### config.mk
export PLATFORM = sky130hd
export DESIGN_NAME = instr_encoder_issue
export DESIGN_NICKNAME = d
export VERILOG_FILES = /design/src/rtl/instr_encoder_issue.sv
export SDC_FILE = /design/constraint.sdc
export NUM_CORES = 1
export LEC_CHECK = 0
export ABC_AREA = 1
export CORE_MARGIN = 2
export CORE_UTILIZATION = 40
export CTS_BUF_LIST = sky130_fd_sc_hd__clkbuf_8
export CTS_CLUSTER_DIAMETER = 80
export DETAILED_ROUTE_END_ITERATION = 7
export SYNTH_ARGS = -nofsm -noshare
export SYNTH_HDL_FRONTEND = slang
export SYNTH_SLANG_ARGS = --single-unit
### constraint.sdc
create_clock -name clk -period 7.8 [get_ports clk]
set_input_delay 1.56 -clock clk [delete_from_list [all_inputs] [get_ports clk]]
set_output_delay 1.56 -clock clk [all_outputs]
set_load 0.02 [all_outputs]
### src/rtl/instr_encoder_issue.sv
// rtl/instr_encoder_issue.sv - MIPS/FPU instruction encoder with issue FIFO; DOUBLE_FMT_EN enables ADD_D/SUB_D
module instr_encoder_issue #(
    parameter int                 DEPTH     = 4,
    parameter int                 ADDR_W    = 32,
    parameter logic [ADDR_W-1:0]  BASE_ADDR = '0
) (
    input  logic              clk,
    input  logic              reset,
    input  logic              in_valid,
    output logic              in_ready,
    input  logic [4:0]        op_sel,
    input  logic [4:0]        rs,
    input  logic [4:0]        rt,
    input  logic [4:0]        rd,
    input  logic [15:0]       imm,
    input  logic [25:0]       target,
    output logic              out_valid,
    input  logic              out_ready,
    output logic [31:0]       out_instr,
    output logic [ADDR_W-1:0] out_addr,
    output logic              err,
    input  logic              clr_err,
    output logic [15:0]       word_count
);

    localparam int AW = (DEPTH > 1) ? $clog2(DEPTH) : 1;

    logic [31:0]   mem [DEPTH];
    logic [AW-1:0] wr_ptr;
    logic [AW-1:0] rd_ptr;
    logic [AW:0]   count;
    logic [31:0]   enc_word;
    logic          enc_legal;
    logic          accept;
    logic          push;
    logic          pop;

    always_comb begin
        enc_word  = '0;
        enc_legal = 1'b1;
        case (op_sel)
            5'd0:  enc_word = {6'h00, rs, rt, rd, 5'h00, 6'h20};
            5'd1:  enc_word = {6'h00, rs, rt, rd, 5'h00, 6'h22};
            5'd2:  enc_word = {6'h00, rs, rt, rd, 5'h00, 6'h2a};
            5'd3:  enc_word = {6'h00, rs, 5'h00, 5'h00, 5'h00, 6'h08};
            5'd4:  enc_word = {6'h00, rs, rt, 5'h00, 5'h00, 6'h18};
            5'd5:  enc_word = {6'h00, 5'h00, 5'h00, rd, 5'h00, 6'h10};
            5'd6:  enc_word = {6'h00, 5'h00, 5'h00, rd, 5'h00, 6'h12};
            5'd7:  enc_word = {6'h23, rs, rt, imm};
            5'd8:  enc_word = {6'h2b, rs, rt, imm};
            5'd9:  enc_word = {6'h04, rs, rt, imm};
            5'd10: enc_word = {6'h05, rs, rt, imm};
            5'd11: enc_word = {6'h08, rs, rt, imm};
            5'd12: enc_word = {6'h0e, rs, rt, imm};
            5'd13: enc_word = {6'h02, target};
            5'd14: enc_word = {6'h03, target};
            // FPU fields go ft, fs, fd: rt lands before rs in the word
            5'd15: enc_word = {6'h11, 5'h10, rt, rs, rd, 6'h00};
            5'd16: enc_word = {6'h11, 5'h10, rt, rs, rd, 6'h01};
`ifdef DOUBLE_FMT_EN
            5'd17: enc_word = {6'h11, 5'h11, rt, rs, rd, 6'h00};
            5'd18: enc_word = {6'h11, 5'h11, rt, rs, rd, 6'h01};
`endif
            default: enc_legal = 1'b0;
        endcase
    end

    assign in_ready  = (count != (AW+1)'(DEPTH));
    assign out_valid = (count != '0);
    assign out_instr = out_valid ? mem[rd_ptr] : '0;
    assign accept    = in_valid && in_ready;
    assign push      = accept && enc_legal;
    assign pop       = out_valid && out_ready;

    always_ff @(posedge clk) begin
        if (push) begin
            mem[wr_ptr] <= enc_word;
        end
    end

    always_ff @(posedge clk or posedge reset) begin
        if (reset) begin
            wr_ptr     <= '0;
            rd_ptr     <= '0;
            count      <= '0;
            out_addr   <= BASE_ADDR;
            word_count <= '0;
            err        <= 1'b0;
        end else begin
            if (push) begin
                wr_ptr <= wr_ptr + AW'(1);
            end
            if (pop) begin
                rd_ptr     <= rd_ptr + AW'(1);
                out_addr   <= out_addr + ADDR_W'(4);
                word_count <= word_count + 16'd1;
            end
            if (push && !pop) begin
                count <= count + (AW+1)'(1);
            end else if (!push && pop) begin
                count <= count - (AW+1)'(1);
            end
            // an illegal accept outranks a same-cycle clear
            if (accept && !enc_legal) begin
                err <= 1'b1;
            end else if (clr_err) begin
                err <= 1'b0;
            end
        end
    end

endmodule

After elaboration in Yosys (flattened, before gate mapping)
Memories as Yosys holds them, arrays and structs flattened.
Cells that the tools add are included.
{"block": "word_totals", "register_bits": 56, "ramBits": 128, "in_bits": 67, "out_inout_bits": 83, "word_cells": 53, "mem_count": 1}
{"name": "mem", "words": 4, "word_bits": 32, "rd": 1, "rd_ports_with_merged_regs": 0, "wr": 1, "line_no": "28", "text": "logic [31:0] mem [DEPTH];"}
{"block": "classes", "addsub": 6, "n_eq_ne": 17, "muxes": 9, "n_reduce_logical": 14}
{"op": "$pmux W32 S17", "count": 1}
{"op": "$eq A5 B4 Y1 const B", "count": 8}
{"op": "$add A32 B3 Y32 const B", "count": 1}
{"op": "$mux W32", "count": 1}
{"op": "$eq A5 B3 Y1 const B", "count": 4}
{"op": "$reduce_or A17 Y1", "count": 1}
{"op": "$add A16 B1 Y16 const B", "count": 1}
{"op": "$eq A5 B2 Y1 const B", "count": 2}
{"op": "$logic_and A1 B1 Y1", "count": 6}
{"op": "$mux W3", "count": 2}
{"op": "$eq A5 B1 Y1 const B", "count": 1}
{"op": "$eq A5 B5 Y1 const B", "count": 1}
{"op": "$logic_not A5 Y1", "count": 1}
{"op": "$mux W1", "count": 5}
{"op": "$add A2 B1 Y2 const B", "count": 2}
{"op": "$reduce_bool A2 Y1", "count": 2}
{"op": "$add A3 B1 Y3 const B", "count": 1}
{"op": "$logic_not A1 Y1", "count": 3}
{"op": "$ne A3 B3 Y1 const B", "count": 1}
{"op": "$reduce_bool A3 Y1", "count": 1}
{"op": "$sub A3 B1 Y3 const B", "count": 1}

Depth between registers and ports, before layout
{"block": "logic_depth", "ltp_word": 8, "depth_mapped": 11, "depth_no_buf": 10}

Worst setup path after synthesis
No wires, ideal clock.
{"block": "synth_timing", "path_type": "input to register", "start": "in op_sel[1]", "end": "mem mem[0][0], enable pin", "setup_time_ns": 0.468, "arrival_time_ns": 4.368, "path_slack_ns": 2.964, "path_stages": 3, "path_buffers": 0, "path_cell_list": "inv_1 > a41oi_1 > nor3b_1"}
{"block": "synth_via", "elab_chain_len": 6, "elab_cells_between_ends": 22, "classes_between": "eq/ne (16); mux (3); reduce/logical (3)"}
{"element": "start, declared", "line_no": "11", "text": "input logic [4:0] op_sel,"}
{"element": "$eq A5 B5 Y1, or another cell as far along", "line_no": "41", "text": "case (op_sel)"}
{"element": "$reduce_or A17 Y1 (no source line) (*)"}
{"element": "$mux W1 (*)", "line_no": "41"}
{"element": "$logic_and A1 B1 Y1 (*)", "line_no": "72", "text": "assign push = accept && enc_legal;"}
{"element": "$mux W1 (*)", "line_no": "76", "text": "if (push) begin"}
{"element": "$mux W1 (not written as such) (*)", "line_no": "77", "text": "mem[wr_ptr] <= enc_word;"}
{"element": "end, declared", "line_no": "28"}
Every way passes the cells marked *; elsewhere a longest branch is shown, timed or not.

Worst setup path after layout
{"block": "layout_timing", "start": "reg rd_ptr[0]", "end": "out out_instr[31]"}
{"block": "layout_via", "elab_chain_len": 2}
{"element": "start, declared", "line_no": "30", "text": "logic [AW-1:0] rd_ptr;"}
{"element": "start signal, assigned", "line_no": "94", "text": "rd_ptr <= rd_ptr + AW'(1);"}
{"element": "$mem_v2 Z4 W32"}
{"element": "$mux W32", "line_no": "70", "text": "assign out_instr = out_valid ? mem[rd_ptr] : '0;"}
{"element": "end, declared", "line_no": "19", "text": "output logic [31:0] out_instr,"}
Every way passes these cells.

==> run summary <==
Lkg Pwr -> 4.270 nW
Worst Hold End -> out_addr[12]
DR vias -> 6,859
worst reg2reg startpoint -> count[0]
Yosys top cell area share -> 0.4409
Final period util -> 0.5512
H-Tree Depth -> 4
Synth Flop Type -> edfxtp_1
drc violations -> 0
Setup CP Type -> reg -> out
Critical Path End Type -> output port
clk root buf -> clkbuf_8
I/O pins -> 150
die span in x -> 151.6 um
Layout area overhead -> 25.73%
Gate Count Post-Synth -> 945
hold path start -> out_addr[12]
GR Overflow Total -> 0
share of cells above drive strength 1 -> 0.06159
Mean Syn Cell Area -> 9.226 um^2
EDFF count, synth -> 128
Max-Cap Viols -> 0
CP required -> 6240 ps
Hold WS -> 525.8 ps
Final Max Tran Viols -> 0
final core utilization -> 0.5070
flops & latches, synth -> 182
nets@finish -> 1,166
Fill cells -> 2,051
1st-pass router iterations -> 6
die area -> 22,990 um^2
clock-pin slew on the worst setup and hold paths -> 90 ps
CTS resizes -> 0
Synth Cell Area -> 8718 um^2
RSZ-0062 raised after global routing -> false
number of global-route vias before repair -> 6,537
setup violators final -> 0
Total GRT Usage -> 0.1978
gp weighted congestion -> 0.8301
Die Y -> 151.6 um
TNS Setup -> 0 ps
synth top area cells -> edfxtp_1 (44%), dfrtp_1 (15%), nand2_1 (9.8%), nor2_1 (9.0%), o21ai_0 (4.2%)
post-DP HPWL -> 14,780 um
CP max FO -> 65
Critical path origin -> rd_ptr[0]
status -> finished clean
Tightest Pin Transition -> 979.8 ps
Startpoint Class -> flop
antenna viol nets, final -> 0
FMAX -> 0.2326 GHz
R2R Setup Slk -> 5520 ps
YS warnings -> 0
row cnt -> 54
WL per Instance -> 15.89 um
# diodes -> 0
Clock Skew -> 11.68 ps
Hold Crit Class -> reg -> reg
Core Area -> 21,620 um^2
hold_buf cts -> 0
CTS tree -> built
clock sink count -> 182
register area share after synthesis -> 0.5959
Commonest cells post-synth -> nand2_1 (227), nor2_1 (208), edfxtp_1 (128)
top-count cell post-synth -> nand2_1
total CTS buffers -> 17
slew margin rel. -> 0.3468
pwr/cell area -> 309.7 nW/um^2
drt via density -> 4.956
initial antenna violation count -> 0
final count of hold timing violations -> 0
WL final -> 21,990 um
worst reg2reg path depth -> 5
DRT iter0 DRCs -> 343
Worst-Skew Late Latency -> 470 ps
largest net degree at the start of global routing -> 66
global-route wire length before repair -> 34,530 um
VDD IR max -> 0.1775 mV
Reg-to-Reg End -> mem[1][12]
Synth area leader -> edfxtp_1
FFs w/ async S/R, synth -> 0.2967
Crit path arrival time -> 2740 ps
worst hold path depth -> 1
setup bufs post-CTS -> 0
I/O Buffers -> 147
clock buffer depth -> 2
Period minus WS final -> 4300 ps
Unique masters post-synth -> 35
initial core utilization -> 0.4032
==> sequential cells by signal, summed over array words and instances, names as in the netlist <==
name	flops
count	3
rd_ptr	2
err	1
wr_ptr	2
mem	128
out_addr	30
word_count	16
==> critical path: stages (launching register included) <==
cell             delay [ps]
dfrtp_2                 410
inv_2                   690
o21ai_0                 230
a21oi_1                 270
clkdlybuf4s50_1         650
==> layout by cell type (no fill, tap or decap), drive strengths merged, types with 2 or more instances in the layout <==
cell type and count:
conb 2, edfxtp 128, nor2 214, bufinv 5, clkdlybuf4s50 147, a22oi 8, ha 7, o21ai 77
clkinvlp 2, clkinv 5, nand3 32, xnor2 14, nand4 7, xor2 18, o21bai 2, nand2 227
nand3b 9, dfrtp 54, buf 13, clkbuf 17, inv 55, nor3b 4, nor3 9, a21oi 41
==> layer usage <==
layer / track usage / wire length, um
met1: 0.2672 / 9929
met2: 0.3242 / 10650
met3: 0.03683 / 1000
met4: 0.06389 / 406
met5: 0 / 0
==> cell families after synthesis <==
| group | count (synthesis) | share of synthesized area |
|---|---|---|
| AOI/OAI and AO/OA | 132 | 0.08022 |
| xor gates and xnor gates | 32 | 0.03215 |
| adders and majority gates | 8 | 0.01234 |
| buffers and inverters | 86 | 0.04104 |
| DFF | 182 | 0.5959 |
| other | 1 | 0.0004301 |
| and+or+nand+nor | 504 | 0.2379 |
==> cell type report <==
type,instances,area (um^2),area share
Multi-Input combinational cell,678,3189,0.2909
Clock buffer,17,234.0,0.02134
Inverter,52,195.2,0.01781
Timing Repair Buffer,160,1569,0.1431
Clock inverter,15,227.7,0.02077
Sequential cell,182,5196,0.4740
Tap cell,280,350.3,0.03196
==> report_power, final <==
part / internal [W] / total, W / switching (W)
Clock: 0.000384 / 0.000721 / 0.000337
Combinational: 0.000559 / 0.00142 / 0.000857
Sequential: 0.00118 / 0.00126 / 0.0000794
Total: 0.00212 / 0.00340 / 0.00127
==> metrics by stage <==
stage | total power (W) | instance area (um^2) | worst slack, ps | cells
2_1_floorplan | 0.002098 | 8722 | 2964 | 946
3_3_place_gp | 0.002707 | 10500 | 3667 | 1352
3_5_place_dp | 0.002714 | 10500 | 3682 | 1352
4_1_cts | 0.003438 | 10960 | 3410 | 1384
5_1_grt | 0.003607 | 10960 | 3253 | 1384
6_report | 0.003395 | 10960 | 3500 | 1384
==> how the worst max path moves through the flow <==
| stage | to | slack, ps | cells after the start |
|---|---|---|---|
| 4_1_cts | out_instr[16] | 3410 | 4 |
| 5_1_grt | out_instr[31] | 3250 | 4 |
| 2_1_floorplan | mem[0][0] | 2960 | 3 |
| 6_report | out_instr[31] | 3500 | 4 |
| 3_3_place_gp | count[1] | 3670 | 9 |
| 3_5_place_dp | mem[1][20] | 3680 | 5 |
No activity file was read; power rests on OpenSTA's default activity.
